File: src/rtl/multi_delay_pkg.sv
// Shared types for the multi-channel programmable one-shot delay timer.
package multi_delay_pkg;

    typedef enum logic {
        ST_IDLE  = 1'b0,
        ST_COUNT = 1'b1
    } chan_state_t;

    localparam int unsigned NCH_DEFAULT   = 4;
    localparam int unsigned CNT_W_DEFAULT = 8;

endpackage

File: src/rtl/delay_chan.sv
// One delay channel: down-counter with terminal-count fire, retrigger/cancel
// handling, and registered out/busy/sticky-overrun outputs.
//
//  state    | meaning
//  ---------+------------------------------------------------------------
//  ST_IDLE  | waiting for a trigger; out may still be high from last fire
//  ST_COUNT | counting down the latched delay; fires when cnt reaches 0
module delay_chan
    import multi_delay_pkg::*;
#(
    parameter int unsigned CNT_W = CNT_W_DEFAULT
) (
    input  logic             clk,
    input  logic             rst_n,
    input  logic             enable,
    input  logic             trig,
    input  logic [CNT_W-1:0] delay_val,
    input  logic             retrig,
    input  logic             cancel,
    input  logic             clr_ovr,
    output logic             out,
    output logic             busy,
    output logic             ovr
);

    chan_state_t      state_q, state_d;
    logic [CNT_W-1:0] cnt_q, cnt_d;
    logic             out_q, out_d;
    logic             busy_q, busy_d;
    logic             ovr_q, ovr_d;

    always_comb begin
        state_d = state_q;
        cnt_d   = cnt_q;
        out_d   = out_q;
        busy_d  = busy_q;
        ovr_d   = ovr_q;

        if (enable) begin
            out_d = 1'b0;

            if (cancel) begin
                state_d = ST_IDLE;
                cnt_d   = '0;
            end else if (trig && (state_q == ST_IDLE)) begin
                state_d = ST_COUNT;
                cnt_d   = delay_val;
            end else if (trig && retrig) begin
                // Reload while counting; a fire due on this edge is dropped.
                cnt_d = delay_val;
            end else if (state_q == ST_COUNT) begin
                if (cnt_q == '0) begin
                    state_d = ST_IDLE;
                    out_d   = 1'b1;
                end else begin
                    cnt_d = cnt_q - 1'b1;
                end
            end

            if (clr_ovr) begin
                ovr_d = 1'b0;
            end
            // Set after clear so a coincident drop wins over clr_ovr.
            if (!cancel && trig && !retrig && (state_q == ST_COUNT)) begin
                ovr_d = 1'b1;
            end

            busy_d = (state_d == ST_COUNT);
        end
    end

    always_ff @(posedge clk or negedge rst_n) begin
        if (!rst_n) begin
            state_q <= ST_IDLE;
            cnt_q   <= '0;
            out_q   <= 1'b0;
            busy_q  <= 1'b0;
            ovr_q   <= 1'b0;
        end else begin
            state_q <= state_d;
            cnt_q   <= cnt_d;
            out_q   <= out_d;
            busy_q  <= busy_d;
            ovr_q   <= ovr_d;
        end
    end

    assign out  = out_q;
    assign busy = busy_q;
    assign ovr  = ovr_q;

endmodule

File: src/rtl/multi_delay.sv
// Multi-channel programmable one-shot delay timer: NCH independent channels
// plus a registered OR of all channel pulses.
module multi_delay
    import multi_delay_pkg::*;
#(
    parameter int unsigned NCH   = NCH_DEFAULT,
    parameter int unsigned CNT_W = CNT_W_DEFAULT
) (
    input  logic                 clk,
    input  logic                 rst_n,
    input  logic                 enable,
    input  logic [NCH-1:0]       trig,
    input  logic [NCH*CNT_W-1:0] delay_val,
    input  logic                 retrig,
    input  logic [NCH-1:0]       cancel,
    input  logic                 clr_ovr,
    output logic [NCH-1:0]       out,
    output logic [NCH-1:0]       busy,
    output logic [NCH-1:0]       ovr,
    output logic                 any_out
);

    logic any_out_q, any_out_d;

    for (genvar i = 0; i < NCH; i++) begin : g_chan
        delay_chan #(
            .CNT_W (CNT_W)
        ) u_chan (
            .clk       (clk),
            .rst_n     (rst_n),
            .enable    (enable),
            .trig      (trig[i]),
            .delay_val (delay_val[i*CNT_W +: CNT_W]),
            .retrig    (retrig),
            .cancel    (cancel[i]),
            .clr_ovr   (clr_ovr),
            .out       (out[i]),
            .busy      (busy[i]),
            .ovr       (ovr[i])
        );
    end

    always_comb begin
        any_out_d = any_out_q;
        if (enable) begin
            any_out_d = |out;
        end
    end

    always_ff @(posedge clk or negedge rst_n) begin
        if (!rst_n) begin
            any_out_q <= 1'b0;
        end else begin
            any_out_q <= any_out_d;
        end
    end

    assign any_out = any_out_q;

endmodule

File: config.mk
export PLATFORM = sky130hd
export DESIGN_NAME = multi_delay
export DESIGN_NICKNAME = d
export VERILOG_FILES = /design/src/rtl/multi_delay_pkg.sv /design/src/rtl/delay_chan.sv /design/src/rtl/multi_delay.sv
export SDC_FILE = /design/constraint.sdc
export NUM_CORES = 1
export LEC_CHECK = 0
export CAP_MARGIN = 20
export CELL_PAD_IN_SITES_DETAIL_PLACEMENT = 1
export CELL_PAD_IN_SITES_GLOBAL_PLACEMENT = 1
export CORE_MARGIN = 3
export CORE_UTILIZATION = 39
export CTS_CLUSTER_DIAMETER = 100
export DETAILED_ROUTE_END_ITERATION = 10
export GPL_TIMING_DRIVEN = 0
export PLACE_DENSITY = 0.84
export SLEW_MARGIN = 0
export SYNTH_ARGS = -nofsm -noshare
export SYNTH_HDL_FRONTEND = slang
export SYNTH_SLANG_ARGS = --single-unit
File: constraint.sdc
create_clock -name clk -period 2.1 [get_ports clk]
set_input_delay 0.21 -clock clk [delete_from_list [all_inputs] [get_ports clk]]
set_output_delay 0.21 -clock clk [all_outputs]
set_load 0.005 [all_outputs]
# ---- Word level (Yosys, flattened, before mapping)
# Index checks and enable logic that the tools add are counted.
dict set report word_totals {
  regBits 45
  inputBits 45
  out_inout_bits 13
}
dict set report op_classes {
  addsub 4
  n_eq_ne 8
  muxes 65
  n_bitwise 4
  n_reduce_logical 50
}
# cell count
set op_table {}
lappend op_table {{8-bit two-way mux} 20}
lappend op_table {{1-bit two-way mux} 45}
lappend op_table {{8-bit zero test} 4}
lappend op_table {{8-bit by 1-bit subtractor with 8-bit output, second input constant} 4}
lappend op_table {{1-bit logical AND} 20}
lappend op_table {{4-bit by 2-bit inequality test with 1-bit output, second input constant} 4}
lappend op_table {{2-bit AND reduction} 8}
lappend op_table {{4-bit nonzero test} 4}
lappend op_table {{3-bit by 2-bit inequality test with 1-bit output, second input constant} 4}
lappend op_table {{3-bit AND reduction} 4}
lappend op_table {{2-bit nonzero test} 4}
lappend op_table {{1-bit zero test} 5}
lappend op_table {{1-bit NOT} 4}
lappend op_table {{4-bit OR reduction} 1}

# ---- Logic depth before layout (Yosys ltp)
# Gate-level depths: netlist of the first run.
dict set report depth {
  ltp_word 6
  ltp_mapped 7
  depth_no_buf 6
}

# ---- Modules after synthesis
# A second synthesis of the first run with hierarchy kept.
dict set report unflattened {
  cells_unflattened 336
  hier_area_um2 2972.9
}
# module n_inst cells_per_inst area_each_um2 seq_area_each_um2
set by_module_without_submodules {}
lappend by_module_without_submodules {{delay_chan at g_chan[0].u_chan ...} 3 82 739.5 275.3}
lappend by_module_without_submodules {{delay_chan at g_chan[3].u_chan} 1 86 714.4 275.3}
lappend by_module_without_submodules {multi_delay 1 4 40.0 25.0}

# ---- Least setup slack after synthesis of the first run
# No wires, ideal clock.
dict set report synth_timing {
  path_type {flip-flop to flip-flop}
  start {register g_chan[0].u_chan.cnt_q[0]}
  end {register g_chan[0].u_chan.cnt_q[7]}
  setup_time_ns 0.133
  arrival_time_ns 1.711
  t_required_ns 1.967
  setup_slack_ns 0.256
  stages_incl_launch_ff 8
  cell_sequence {dfrtp_1 -> inv_1 -> ha_1 -> or4b_4 -> and4bb_4 -> or3_1 -> buf_6 -> o22ai_2}
}
dict set report synth_via {
  elab_chain_len 6
  elab_cells_between_ends 9
  cone_classes {add/sub (1); eq/ne (1); mux (5); reduce/logical (2)}
}
# element line
set synth_lines {}
lappend synth_lines {{start, declared} delay_chan.sv:27} ;# logic [CNT_W-1:0] cnt_q, cnt_d;
lappend synth_lines {{start signal, assigned} delay_chan.sv:81} ;# cnt_q <= cnt_d;
lappend synth_lines {{8-bit by 1-bit subtractor with 8-bit output} delay_chan.sv:56} ;# cnt_d = cnt_q - 1'b1;
lappend synth_lines {{8-bit two-way mux} delay_chan.sv:52} ;# if (cnt_q == '0) begin
lappend synth_lines {{8-bit two-way mux} delay_chan.sv:51} ;# end else if (state_q == ST_COUNT) begin
lappend synth_lines {{8-bit two-way mux} delay_chan.sv:48} ;# end else if (trig && retrig) begin
lappend synth_lines {{8-bit two-way mux} delay_chan.sv:45} ;# end else if (trig && (state_q == ST_IDLE)) begin
lappend synth_lines {{8-bit two-way mux} delay_chan.sv:42} ;# if (cancel) begin
# Several ways; a longest one is shown, not always the timed one. The select of a mux whose other input is x is not followed.
# A chain may end at the register's enable or synchronous reset.

# ---- Final worst setup path of the first run
# Same ends and word-level chain as after synthesis.

==> results.toml, run 1 <==
[pwr]
p_leak_uw = 0.00162
ir_worst_vdd_mv = 0.373
power.total_uw = 4050
p_per_area_nw_per_um2 = 1060

[sta]
drv_slew = 0
relSlewSlack_pct = 47.2
fmax_ghz = 0.497
post-route-period-util_pct = 95.8
clock_skew_ns = 0.00651
tightest_slew_ns = 0.785
fin_crit_ns = 2.01
setup_violations = 0
hold_viol = 0
rsz0062_at_grt = "false"

[floorplanning]
dieHeight_um = 93.7
die_area_um2 = 8770
initial_utilization_pct = 40.7
die_w_um = 93.7
core_area_um2 = 7370
fp-row-count = 31
pin_count = 58

[routing]
via_count = 2960
ant_nets = 0
route.detailed.drc = 0
vias_per_cell = 5.73
routedWlPerCell_um = 17.4
drtPass1Iterations = 5
drtIter0Drc = 81
drt_wl_total_mm = 9.00

[finish]
nNetsFinal = 466
n_antenna_cell = 0
final_cells = 517
area_growth_pct = 27.0
final_layout_size_suffix_gt1_share_pct = 12.4
final_util_pct = 51.6

[global_routing]
met3_usage_pct = 2.96
top_usage_layer = "met2"
antenna_found_initial = 0
grt_use_met1_pct = 28.5
grt-ovfl-total = 0
grt_pass1_wl_mm = 15.1
grt_max_degree = 24
grtUsageMet2_pct = 36.6
grt_pass1_vias = 3144
grt_usage_pct = 21.1

[logic_synthesis]
synth_seq_cells = 45
synth_ff_type = "dfrtp_1"
yosys_warnings = 0
mappedNetlistArea_um2 = 3000
syn-instance-count = 353
synth_enable_flop_cells = 0
synth_seq_area_share_pct = 37.6
synth.avg_cell_area_um2 = 8.49
synth_fp_nets = 402
postSynth.asyncResetShare_pct = 100
ys_types = 47

[critical_path]
cp_max_fo = 6
cp_data_required_time_ns = 2.28
startpoint_type = "register"
crit_arrival_ns = 2.19
path_class = "register to register"
end_kind = "register"

[clock_tree]
clk_pin_slew_ns = 0.09
cts.path.max_buffers = 2
htreeDepth = 2
root_buffer = "clkbuf_8"
cts_inserted_buffers = 5
cts_tree = "built"
cts.sinks = 45
insertion_delay_ns = 0.30

[placed_design]
gp_congestion = 0.874
dp_hpwl_mm = 6.58
dp_cells = 506
io_buffers = 53

[worst_hold_path]
min_path_type = "input pin to register"

[status]
outcome = "complete, no violations"

[run]
cap_violations = 0
report_power, final:
part / internal (µW) / total, µW / leakage, µW / switching (µW)
Clock: 298 / 611 / 0.0000542 / 313
Sequential: 1140 / 1450 / 0.000591 / 313
Combinational: 960 / 1980 / 0.000974 / 1020
registers in the layout, indices dropped and copies added, names as in the netlist:
name	flops
g_chan.u_chan.busy	1
g_chan.u_chan.cnt_q	32
g_chan.u_chan.out	4
g_chan.u_chan.state_q	3
any_out	1
g_chan.u_chan.ovr	4
critical path: stages (launching register included):
cell and delay [ns]:
dfrtp_1 0.40, inv_1 0.10, ha_2 0.21, or4b_4 0.50, and4bb_4 0.36, or3_1 0.12, buf_6 0.14, o22ai_2 0.06
metrics by stage:
stage	TNS [ns]	cell area, µm²	hold WS [ns]	worst slack [ns]
after CTS	0	3780	0.190	0.0468
after global placement	-27.48	3650	0.490	-0.606
after global routing	0	3800	0.201	0.00703
final	0	3800	0.204	0.0885
after floorplan	0	3000	-0.0856	0.256
after detailed placement	-0.736	3670	0.253	-0.109
path summary, 6_finish.rpt:
check	from	endpoint	slack, ns	cells past startpoint
worst max-delay path	g_chan[0].u_chan.cnt_q[0]$_DFFE_PN0P_	g_chan[0].u_chan.cnt_q[7]$_DFFE_PN0P_	0.09	7
worst min-delay path	cancel[2]	g_chan[2].u_chan.busy$_DFFE_PN0P_	0.20	2
worst max register to register	g_chan[0].u_chan.cnt_q[0]$_DFFE_PN0P_	g_chan[0].u_chan.cnt_q[7]$_DFFE_PN0P_	0.09	7
worst min register to register	g_chan[1].u_chan.ovr$_DFFE_PN0P_	g_chan[1].u_chan.ovr$_DFFE_PN0P_	0.52	1
max in group asynchronous	rst_n	g_chan[3].u_chan.cnt_q[5]$_DFFE_PN0P_	1.08	3
min in group asynchronous	rst_n	g_chan[0].u_chan.cnt_q[2]$_DFFE_PN0P_	0.48	2
synth_stat cells (all sizes together) (4+ instances only):
| master | number | area, µm² |
|---|---|---|
| a21oi | 45 | 225 |
| dfrtp | 45 | 1130 |
| inv | 29 | 109 |
| o21ai | 25 | 133 |
| nand2 | 23 | 86.3 |
| buf | 22 | 149 |
| o22ai | 17 | 125 |
| a22oi | 15 | 113 |
| nand2b | 14 | 92.6 |
| clkbuf | 11 | 43.8 |
| nor4 | 9 | 56.3 |
| nor2 | 8 | 30.0 |
| o31ai | 7 | 52.6 |
| a31oi | 6 | 37.5 |
| nor3 | 6 | 30.0 |
| o2bb2ai | 6 | 58.8 |
| or3 | 6 | 37.5 |
| and3 | 5 | 31.3 |
| nor2b | 5 | 31.3 |
| a21o | 4 | 30.0 |
| a221oi | 4 | 35.0 |
| a32o | 4 | 40.0 |
| and2 | 4 | 25.0 |
| ha | 4 | 50.1 |
kinds of logic after synthesis:
kind of cell,Yosys count,share of synthesized area [%]
compound gates,147,32.3
fa+ha+maj,4,1.67
buf+inv,62,10.1
flops,45,37.6
mux,3,1.09
simple gates,92,17.3
what timing repair did:
item / 4_1_cts / 5_1_grt
gates cloned: 0 / 0
endpoints found under the hold margin: 22 / 0
gates resized for setup: 1 / 2
buffers inserted: 0 / 2
hold buffers: 1 / 0
setup endpoints to repair: 8 / 12
metal layers:
metal | routed length, µm | up-vias
li1 | - | 1419
met1 | 4250 | 1474
met2 | 4420 | 63
met3 | 300 | 4
met4 | 30 | 0
met5 | 0 | -
layout by cell type (no fill, tap or decap), drive strengths merged, types with 6 or more instances in the layout:
master         synthesis  routed
a21oi                 45      45
a22oi                 15      15
a31oi                  6       6
buf                   22      26
clkbuf                11      18
clkdlybuf4s50          0      52
dfrtp                 45      45
inv                   29      29
nand2                 23      23
nand2b                14      14
nor2                   8       8
nor3                   6       6
nor4                   9       9
o21ai                 25      25
o22ai                 17      17
o2bb2ai                6       6
o31ai                  7       7
or3                    6       6
final cells by class:
type | instances | area, µm²
clock buffer | 7 | 96.3
multi-input combinational | 246 | 1580
sequential | 45 | 1130
buffer | 33 | 193
clock inverter | 1 | 5.00
inverter | 29 | 109
tap | 99 | 124
timing repair buffer | 57 | 571
fill | 910 | 3560
Power figures use the tool's default switching activity.
==> run 2: changes to the inputs <==
--- a/config.mk
+++ b/config.mk
@@ -9,11 +9,11 @@
 export CELL_PAD_IN_SITES_DETAIL_PLACEMENT = 1
 export CELL_PAD_IN_SITES_GLOBAL_PLACEMENT = 1
 export CORE_MARGIN = 3
-export CORE_UTILIZATION = 39
+export CORE_UTILIZATION = 42
 export CTS_CLUSTER_DIAMETER = 100
 export DETAILED_ROUTE_END_ITERATION = 10
 export GPL_TIMING_DRIVEN = 0
-export PLACE_DENSITY = 0.84
+export PLACE_DENSITY = 0.89
 export SLEW_MARGIN = 0
 export SYNTH_ARGS = -nofsm -noshare
 export SYNTH_HDL_FRONTEND = slang
==> constraint.sdc (replaced) <==
create_clock -name clk -period 2.5 [get_ports clk]
set_input_delay 0.25 -clock clk [delete_from_list [all_inputs] [get_ports clk]]
set_output_delay 0.25 -clock clk [all_outputs]
set_load 0.005 [all_outputs]
==> run 2 against run 1 <==
Compared with the run above:
- utilization is 3.5 points higher
- wire length is 3.1% lower
- combinational power is 17% lower
- final cell count is 0.97% lower
- sequential share of layout area is 0.13 points higher
- global-route usage is 0.69 points higher
- worst setup slack better by 0.16 ns
- clock skew is 0.0074 ns higher
- design area is 0.43% lower
- sequential power is 16% lower
- total power is 15% lower
- critical endpoint is now g_chan[1].u_chan.cnt_q[6]$_DFFE_PN0P_
- largest cell class unchanged
- highest routed layer unchanged
==> results.toml, run 2 (synthesis gave the netlist of run 1 again) <==
[status]
outcome = "complete, no violations"

[clock_tree]
cts.path.max_buffers = 2
hold_buffers = 1
cts_tree = "built"
clk_pin_slew_ns = 0.08
htreeDepth = 2
insertion_delay_ns = 0.31
cts_resized = 0
cts.sinks = 45
post-cts-setup-buffer-count = 0
cts_inserted_buffers = 5
root_buffer = "clkbuf_8"

[pwr]
p_per_area_nw_per_um2 = 913
ir_worst_vdd_mv = 0.361
p_leak_uw = 0.00161

[critical_path]
cp_max_fo = 7
crit_path_top_delay_cell = "nor3b_1"
cp_data_required_time_ns = 2.67
cp_top_family = "simple AND/OR/NAND/NOR gates"
crit_arrival_ns = 2.41
end_kind = "register"
crit_buf_inv = 1
path_class = "register to register"
path_cells = "inv_1 -> ha_1 -> nor3b_1 -> and3_1 -> a211o_1 -> o21ai_0"
slowest_delay_ns = 0.68
startpoint_type = "register"

[sta]
tightest_slew_ns = 0.808
setup_violations = 0
post-route-period-util_pct = 89.9
tns_ns = 0
clock_skew_ns = 0.0139
fmax_ghz = 0.445
hold_viol = 0
drv_slew = 0
relSlewSlack_pct = 46.0
rsz0062_at_grt = "false"
fin_crit_ns = 2.25

[floorplanning]
dieHeight_um = 90.5
pin_count = 58
die_w_um = 90.5
initial_utilization_pct = 43.6
fp-row-count = 30
core_area_um2 = 6870
die_area_um2 = 8180

[finish]
layout_commonest_cell = "clkdlybuf4s50_1"
final_layout_size_suffix_gt1_share_pct = 11.1
nNetsFinal = 464
largest_register = "g_chan.u_chan.cnt_q"
mostFrequentLayoutCells = "clkdlybuf4s50_1, a21oi_1, dfrtp_1"
n_antenna_cell = 0
area_growth_pct = 26.4
final_area_um2 = 3790
final_util_pct = 55.2
largest_reg_flops = 32

[global_routing]
grt_pass1_wl_mm = 14.9
grt_max_degree = 35
grt_usage_pct = 21.8
grt_pass1_vias = 3093
antenna_found_initial = 0
grt-ovfl-total = 0

[placed_design]
gp_congestion = 0.859
io_buffers = 53
dpl-instance-area_um2 = 3660
dp_hpwl_mm = 6.24

[routing]
drtIter0Drc = 119
via_count = 2999
drt_wl_total_mm = 8.73
ant_nets = 0
routedWlPerCell_um = 17.0
drtPass1Iterations = 4
route.detailed.drc = 0
vias_per_cell = 5.86

[run]
cap_violations = 0

[worst_hold_path]
min_path_type = "input pin to register"
[run 2: power by group]
group          switching [µW]  leakage [µW]  total [µW]  internal, µW
clock                     266     0.0000585         593           327
combinational             864      0.000960        1650           786
sequential                260      0.000591        1220           956
total                    1390       0.00161        3460          2070
[run 2: layout make-up]
class	instances	area [µm²]
fillers	846	3080
multi-input cells	246	1570
flip-flops and latches	45	1130
repair buffers	55	556
plain buffers	33	193
well taps	96	120
inverters	29	109
clock buffers	7	86.3
clock inverters	1	30.0
[run 2: path summary, 6_finish.rpt]
kind                       slack (ns)                                     to                             startpoint  cells past startpoint
setup / recovery                 0.25  g_chan[1].u_chan.cnt_q[6]$_DFFE_PN0P_  g_chan[1].u_chan.cnt_q[0]$_DFFE_PN0P_                      6
hold / removal                   0.24      g_chan[2].u_chan.busy$_DFFE_PN0P_                              cancel[2]                      2
setup reg to reg                 0.25  g_chan[1].u_chan.cnt_q[6]$_DFFE_PN0P_  g_chan[1].u_chan.cnt_q[0]$_DFFE_PN0P_                      6
hold reg to reg                  0.50       g_chan[0].u_chan.ovr$_DFFE_PN0P_       g_chan[0].u_chan.ovr$_DFFE_PN0P_                      1
max in group asynchronous        1.63  g_chan[1].u_chan.cnt_q[1]$_DFFE_PN0P_                                  rst_n                      3
min in group asynchronous        0.36  g_chan[0].u_chan.cnt_q[2]$_DFFE_PN0P_                                  rst_n                      2
[run 2: per-layer routing]
metal  global-route usage, %  wire length, µm  vias to the layer above
li1                        -                -                     1426
met1                    29.1             4120                     1503
met2                    37.5             4280                       66
met3                    3.08              273                        4
met4                    4.59               57                        0
met5                       0                0                        -
[run 2: stage by stage]
| step | cells | hold slack, ns | total power [µW] | worst slack, ns |
|---|---|---|---|---|
| 2_1_floorplan | 353 | -0.0456 | 2320 | 0.656 |
| 3_3_place_gp | 502 | 0.479 | 2760 | -0.186 |
| 3_5_place_dp | 503 | 0.162 | 2840 | 0.297 |
| 4_1_cts | 512 | 0.227 | 3470 | 0.320 |
| 5_1_grt | 512 | 0.247 | 3740 | 0.0990 |
| 6_report | 512 | 0.241 | 3460 | 0.253 |
